[config.mk]
export PLATFORM = sky130hd
export DESIGN_NAME = alarm_bank
export DESIGN_NICKNAME = d
export VERILOG_FILES = /design/src/rtl/alarm_bank.sv
export SDC_FILE = /design/constraint.sdc
export NUM_CORES = 1
export LEC_CHECK = 0
export ABC_AREA = 1
export BUFFER_PORTS_ARGS = -buffer_cell sky130_fd_sc_hd__buf_2
export CAP_MARGIN = 25
export CORE_UTILIZATION = 48
export DETAILED_ROUTE_END_ITERATION = 16
export GPL_ROUTABILITY_DRIVEN = 0
export PLACE_DENSITY = 0.66
export SLEW_MARGIN = 15
export SYNTH_ARGS = -nofsm -noshare
export SYNTH_HDL_FRONTEND = slang
export SYNTH_SLANG_ARGS = --single-unit
export TNS_END_PERCENT = 50
[constraint.sdc]
create_clock -name clk -period 3.1 [get_ports clk]
set_clock_uncertainty 0.15 [all_clocks]
set_input_delay 0.465 -clock clk [delete_from_list [all_inputs] [get_ports clk]]
set_output_delay 0.465 -clock clk [all_outputs]
set_load 0.02 [all_outputs]
[src/rtl/alarm_bank.sv]
// Bank of independent time-of-day alarm channels with ring timeout,
// bounded snooze and global dismiss.
module alarm_bank #(
    parameter int N_ALARMS   = 4,
    parameter int RING_MIN   = 5,
    parameter int SNOOZE_MIN = 9,
    parameter int MAX_SNOOZE = 3,
    localparam int IW = (N_ALARMS > 1) ? $clog2(N_ALARMS) : 1
) (
    input  logic                clk,
    input  logic                rst_n,
    input  logic                min_tick,
    input  logic [6:0]          tmin,
    input  logic [6:0]          thrs,
    input  logic [6:0]          tday,
    input  logic                cfg_we,
    input  logic [IW-1:0]       cfg_idx,
    input  logic [6:0]          cfg_min,
    input  logic [6:0]          cfg_hrs,
    input  logic [6:0]          cfg_daymask,
    input  logic                cfg_en,
    input  logic                snooze,
    input  logic                dismiss,
    output logic                buzz,
    output logic [N_ALARMS-1:0] ring_vec,
    output logic [N_ALARMS-1:0] snooze_vec
);

    localparam int CMAX = (RING_MIN > SNOOZE_MIN) ? RING_MIN : SNOOZE_MIN;
    localparam int CW   = $clog2(CMAX + 1);
    localparam int SW   = (MAX_SNOOZE > 0) ? $clog2(MAX_SNOOZE + 1) : 1;

    typedef enum logic [1:0] {
        IDLE,
        RINGING,
        SNOOZED
    } state_t;

    state_t        state_q [N_ALARMS];
    state_t        state_d [N_ALARMS];
    logic [CW-1:0] cnt_q   [N_ALARMS];
    logic [CW-1:0] cnt_d   [N_ALARMS];
    logic [SW-1:0] snz_q   [N_ALARMS];
    logic [SW-1:0] snz_d   [N_ALARMS];

    logic [6:0]    min_q   [N_ALARMS];
    logic [6:0]    hrs_q   [N_ALARMS];
    logic [6:0]    mask_q  [N_ALARMS];
    logic [N_ALARMS-1:0] en_q;

    logic [N_ALARMS-1:0] hit;
    logic [N_ALARMS-1:0] trig;
    logic                day_ok;

    assign day_ok = (tday < 7'd7);

    // Out-of-range cfg_idx matches no channel, so it is ignored.
    always_comb begin
        hit  = '0;
        trig = '0;
        for (int i = 0; i < N_ALARMS; i++) begin
            hit[i]  = cfg_we && (cfg_idx == IW'(i));
            trig[i] = min_tick && en_q[i] && day_ok
                   && (tmin == min_q[i]) && (thrs == hrs_q[i])
                   && mask_q[i][tday[2:0]];
        end
    end

    always_ff @(posedge clk or negedge rst_n) begin
        if (!rst_n) begin
            en_q <= '0;
            for (int i = 0; i < N_ALARMS; i++) begin
                min_q[i]  <= '0;
                hrs_q[i]  <= '0;
                mask_q[i] <= '0;
            end
        end else begin
            for (int i = 0; i < N_ALARMS; i++) begin
                if (hit[i]) begin
                    min_q[i]  <= cfg_min;
                    hrs_q[i]  <= cfg_hrs;
                    mask_q[i] <= cfg_daymask;
                    en_q[i]   <= cfg_en;
                end
            end
        end
    end

    always_ff @(posedge clk or negedge rst_n) begin
        if (!rst_n) begin
            for (int i = 0; i < N_ALARMS; i++) begin
                state_q[i] <= IDLE;
                cnt_q[i]   <= '0;
                snz_q[i]   <= '0;
            end
        end else begin
            for (int i = 0; i < N_ALARMS; i++) begin
                state_q[i] <= state_d[i];
                cnt_q[i]   <= cnt_d[i];
                snz_q[i]   <= snz_d[i];
            end
        end
    end

    // Priority per channel: config write, dismiss, snooze, minute tick.
    always_comb begin
        for (int i = 0; i < N_ALARMS; i++) begin
            state_d[i] = state_q[i];
            cnt_d[i]   = cnt_q[i];
            snz_d[i]   = snz_q[i];
            if (hit[i]) begin
                state_d[i] = IDLE;
                cnt_d[i]   = '0;
                snz_d[i]   = '0;
            end else begin
                unique case (state_q[i])
                    IDLE: begin
                        if (trig[i]) begin
                            state_d[i] = RINGING;
                            cnt_d[i]   = CW'(RING_MIN);
                            snz_d[i]   = '0;
                        end
                    end
                    RINGING: begin
                        if (dismiss) begin
                            state_d[i] = IDLE;
                            cnt_d[i]   = '0;
                            snz_d[i]   = '0;
                        end else if (snooze && snz_q[i] < SW'(MAX_SNOOZE)) begin
                            state_d[i] = SNOOZED;
                            cnt_d[i]   = CW'(SNOOZE_MIN);
                            snz_d[i]   = snz_q[i] + SW'(1);
                        end else if (min_tick) begin
                            if (cnt_q[i] <= CW'(1)) begin
                                state_d[i] = IDLE;
                                cnt_d[i]   = '0;
                                snz_d[i]   = '0;
                            end else begin
                                cnt_d[i] = cnt_q[i] - CW'(1);
                            end
                        end
                    end
                    SNOOZED: begin
                        if (dismiss) begin
                            state_d[i] = IDLE;
                            cnt_d[i]   = '0;
                            snz_d[i]   = '0;
                        end else if (min_tick) begin
                            if (cnt_q[i] <= CW'(1)) begin
                                state_d[i] = RINGING;
                                cnt_d[i]   = CW'(RING_MIN);
                            end else begin
                                cnt_d[i] = cnt_q[i] - CW'(1);
                            end
                        end
                    end
                    default: begin
                        state_d[i] = IDLE;
                        cnt_d[i]   = '0;
                        snz_d[i]   = '0;
                    end
                endcase
            end
        end
    end

    always_comb begin
        ring_vec   = '0;
        snooze_vec = '0;
        for (int i = 0; i < N_ALARMS; i++) begin
            ring_vec[i]   = (state_q[i] == RINGING);
            snooze_vec[i] = (state_q[i] == SNOOZED);
        end
    end

    assign buzz = |ring_vec;

endmodule

### Word level (Yosys, flattened, before mapping)

Cells that the tools add are included.

* equal/unequal tests: 43
* add/sub/neg operators: 8
* order comparisons: 10
* reductions and logical operators: 46
* multiplexer cells: 109

Operators with widths (number)
* 4-bit 2-to-1 mux: 36
* 2-bit 2-to-1 mux: 53
* 7-bit == test: 8
* 2-bit case mux with 3 select lines: 8
* 4-bit case mux with 3 select lines: 4
* 1-bit logical AND: 28
* 5-bit by 2-bit inequality test with 1-bit output (second input constant): 4
* 5-bit by 3-bit inequality test with 1-bit output (second input constant): 4
* 5-bit AND reduction: 4
* 4-bit by 1-bit less-or-equal comparator with 1-bit output (second input constant): 4
* 4-bit by 2-bit inequality test with 1-bit output (second input constant): 4
* 4-bit by 3-bit inequality test with 1-bit output (second input constant): 4
* 4-bit AND reduction: 4
* 4-bit by 1-bit subtractor with 4-bit output (second input constant): 4
* 1-bit binary-select mux with 3-bit select: 4
* 2-bit == test (second input constant): 6
* 3-bit by 2-bit inequality test with 1-bit output (second input constant): 4
* 3-bit inequality test (second input constant): 4
* 3-bit AND reduction: 4
* 2-bit by 1-bit == test with 1-bit output (second input constant): 5
* 2-bit logical NOT: 5
* 2-bit by 1-bit adder with 2-bit output (second input constant): 4
* 2-bit < comparator (second input constant): 4
* 7-bit by 3-bit < comparator with 1-bit output (second input constant): 1
* other kinds (3): 6

* output and inout bits: 9
* bits of input ports: 51
* register bits: 120

### Longest topological paths before layout

* depth after elaboration: 8
* mapped depth: 12
* depth with buffers taken out: 12

### Worst setup path after synthesis

Ideal clock, no wire load.

* kind: flip-flop to flip-flop
* from: reg cnt_q[12] (netlist bit)
* to: reg state_q[6] (netlist bit)
* cell stages (with the launch flop): 9
* setup time: 0.118 ns
* data required time: 2.832 ns
* arrival time: 1.479 ns
* clock period less this slack: 1.747 ns
* path slack: 1.353 ns
* path through: dfrtp_1 > inv_1 > ha_1 > o21ai_1 > inv_1 > a21oi_2 > a21oi_2 > nand4_1 > nand2_1

* longest elaborated chain between the ends: 3
* elaborated cells between the ends (all ways): 4
* those cells by class: 1 x order compare; 2 x eq/ne; 1 x reduce/logical

Ends and longest elaborated chain
* from (decl): line 41 `logic [CW-1:0] cnt_q [N_ALARMS];`
* from (signal, indexed assignment): line 99 `cnt_q[i] <= cnt_d[i];`
* 4-bit by 1-bit less-or-equal comparator with 1-bit output (*): line 134, 149
* 5-bit by 2-bit inequality test with 1-bit output (no source line) or 4-bit by 2-bit inequality test with 1-bit output (tied branches)
* 5-bit AND reduction (no source line) (*)
* to (signal, indexed assignment): line 98 `state_q[i] <= state_d[i];`
* to (decl): line 39 `state_t state_q [N_ALARMS];`

Mark *: on every way between the ends. The rest lies on a longest branch, timed or not.
A chain may end at the register's enable or synchronous reset.

### Worst setup path in the final report

* from: reg cnt_q[8] (netlist bit)
* to: reg snz_q[5] (netlist bit)

* longest elaborated chain between the ends: 3

Ends and longest elaborated chain
* 4-bit by 1-bit less-or-equal comparator with 1-bit output: line 134 `if (cnt_q[i] <= CW'(1)) begin`
* 5-bit by 2-bit inequality test with 1-bit output (no source line)
* 4-bit AND reduction (no source line)
* to (signal, indexed assignment): line 100 `snz_q[i] <= snz_d[i];`
* to (decl): line 43 `logic [SW-1:0] snz_q [N_ALARMS];`

No other way between the ends.

==> results.py <==
metrics = {
    "power_and_ir_drop": {
        "power_frac_comb_pct": 30.2,
        "report.power.total_mw": 6.173,
        "clockPowerShare_pct": 34.6,
        "powerDensity_nw_per_um2": 787.6,
        "peakVddDrop_mv": 0.4441,
        "pwr-share-seq_pct": 35.2,
        "power.switching_mw": 2.182,
        "power.internal_mw": 3.991,
        "swShare_pct": 35.35,
        "p_leak_nw": 4.123,
    },
    "yosys": {
        "syn_nets": 996,
        "async_reset_ff_share_pct": 100.0,
        "yosys_warnings": 0,
        "synth_top_area_share_pct": 44.77,
        "syn_area_um2": 6708,
        "ys_seq_area_share_pct": 44.77,
        "yosysUniqueCellTypes": 40,
        "syn_avg_cell_area_um2": 7.189,
        "synthCells": 933,
        "synthFlopType": "dfrtp_1",
        "yosys.area.top_type": "dfrtp_1",
        "synth_edf_count": 0,
        "synth_area_leaders": "dfrtp_1, nand2_1, o21ai_0, inv_1, nor2_1",
        "ys_seq_elements": 120,
    },
    "timing": {
        "max_freq_mhz": 501.9,
        "slew_headroom_pct": 65.54,
        "tightest_slew_ps": 516.9,
        "rsz0062_at_grt": "no",
        "final.min_clock_period_ps": 1993,
        "hold_viol": 0,
        "tns_ps": 0,
        "setup_violations": 0,
        "fin_crit_sh_pct": 64.28,
        "slew_violations": 0,
        "fin_ws_ps": 1107,
    },
    "layout": {
        "utilization_pct": 58.26,
        "drive_gt1_share_pct": 12.30,
        "seq_area_um2": 3003,
        "area_growth_pct": 16.84,
        "n_fill_cell": 1295,
        "instances_no_fill": 1184,
        "multi_input_area_um2": 3167,
        "diodes": 0,
        "final_nets": 1058,
    },
    "die": {
        "die_y_um": 120.2,
        "die_area_um2": 14450,
        "io_pins": 60,
        "die_x_um": 120.2,
        "core_um2": 13450,
        "start_util_pct": 49.86,
        "num_rows": 42,
    },
    "cts": {
        "clock_sinks": 120,
        "clk_pin_slew_ps": 60,
        "cts_setup_buffers": 0,
        "htree_levels": 4,
        "cts_tree": "yes",
        "clk_latency_ps": 420,
        "cts.root.buffer_cell": "clkbuf_16",
        "cts_buffers": 17,
        "clock_path_buffers": 2,
    },
    "setup_path": {
        "cp.arrival_ps": 2150,
        "criticalPathCategory": "flop to flop",
        "cp_max_fo": 6,
        "cp.required_ps": 3260,
        "critPathLaunchType": "flop",
        "endpoint_kind": "flop",
    },
    "drt": {
        "dr.pass1.iters": 5,
        "ant_nets": 0,
        "drc": 0,
        "drt-total-wl_mm": 16.63,
        "wire_per_inst_um": 14.05,
        "vias_per_cell": 5.065,
        "dr_total_vias": 5997,
        "drtIter0Drc": 460,
    },
    "place": {
        "dp_slack_ps": 905.4,
        "dp_cells": 1151,
        "hpwlAfterDp_mm": 12.04,
        "io_buffers": 59,
    },
    "grt": {
        "grt_util_all_layers_pct": 24.83,
        "grt_max_degree": 51,
        "grt_antenna_before_repair": 0,
        "grt_pass1_wl_mm": 27.81,
        "grt-ovfl-total": 0,
        "grt_pass1_vias": 5715,
    },
    "outcome": {
        "status": "complete, no violations",
    },
    "run": {
        "drv_cap": 0,
    },
    "min_path": {
        "worstHoldPathType": "input pin to flop",
    },
}
-- final cells by class --
| type | instances | area share [%] |
|---|---|---|
| multi-input cells | 675 | 40.41 |
| flip-flops and latches | 120 | 38.31 |
| clock buffers | 21 | 6.003 |
| well taps | 176 | 2.810 |
| repair buffers | 68 | 4.853 |
| inverters | 113 | 5.444 |
| clock inverters | 11 | 2.171 |
-- registers in the layout, indices dropped and copies added, names as in the netlist --
name and flops:
hrs_q 28, min_q 28, en_q 4, snz_q 8, state_q 8, mask_q 28
cnt_q 16
-- critical path: stages, from the launching register on --
cell,delay [ps]
dfrtp_1,420
inv_1,130
ha_1,210
nor2_1,60
nor2_1,80
nand2_1,150
o21ai_0,270
nor2_1,90
a21oi_1,130
nand2_1,90
nand2_1,60
nand2_1,40
-- worst paths after layout --
check	startpoint	end	slack [ps]	cells after the start
setup / recovery	cnt_q[8]	snz_q[5]	1110	11
hold / removal	cfg_min[4]	min_q[25]	130	3
setup reg to reg	cnt_q[8]	snz_q[5]	1110	11
hold reg to reg	state_q[5]	state_q[5]	320	2
max in group asynchronous	rst_n	state_q[2]	1740	3
min in group asynchronous	rst_n	min_q[8]	330	2
-- layer usage --
| metal | global-route usage [%] | vias up | wire [um] |
|---|---|---|---|
| li1 | - | 3071 | - |
| met1 | 35.83 | 2782 | 8373 |
| met2 | 37.64 | 128 | 7316 |
| met3 | 4.575 | 16 | 718 |
| met4 | 8.333 | 0 | 226 |
| met5 | 0 | - | 0 |
-- cell usage after synthesis, types with 6 or more instances --
library cell  number
nand2_1          303
dfrtp_1          120
o21ai_0          117
inv_1            107
nor2_1            89
nand3_1           55
xnor2_1           17
a21oi_1           16
clkbuf_1          13
ha_1              12
nand4_1           11
o21ai_1           11
or2_2              6
-- metrics by stage --
step	hold WS [ps]	cell area (um2)
final	127.0	7838
after global routing	138.7	7838
after CTS	115.3	7838
after detailed placement	230.6	7187
after global placement	226.4	7187
after floorplan	19.41	6708
-- power groups by stage --
stage	logic, mW	clock network, mW	registers [mW]
floorplan	1.39	0	2.12
finish	1.86	2.13	2.17
global route	2.14	2.22	2.21
global placement	1.83	0	2.19
CTS	1.86	2.15	2.17
detailed placement	1.85	0	2.19
-- timing repair --
| action | CTS | global route |
|---|---|---|
| resized for setup | 0 | 0 |
| endpoints found under the hold margin | 19 | 0 |
| hold buffers | 1 | 0 |
-- cells in the final DEF, fill, tap and decap left out, types with 12 or more instances in the layout --
cell type  synthesis  layout
clkbuf_16          0      17
inv_1            107     107
buf_2              5      58
xnor2_1           17      17
nor2_1            89      89
nand2_1          303     303
dfrtp_1          120     120
o21ai_0          117     117
nand3_1           55      53
ha_1              12      12
a21oi_1           16      16
-- cells by family (layout without fill, tap and decap cells) --
group,count (synthesis),in the layout,synth area share [%]
flip-flops,120,120,44.77
AO/OA/AOI/OAI,156,156,12.12
AND/OR/NAND/NOR,486,486,29.96
XOR/XNOR,21,21,2.742
buffers and inverters,138,213,8.170
adder cells (fa/ha/maj),12,12,2.238
Note: power is estimated with default switching activity, not from simulation.
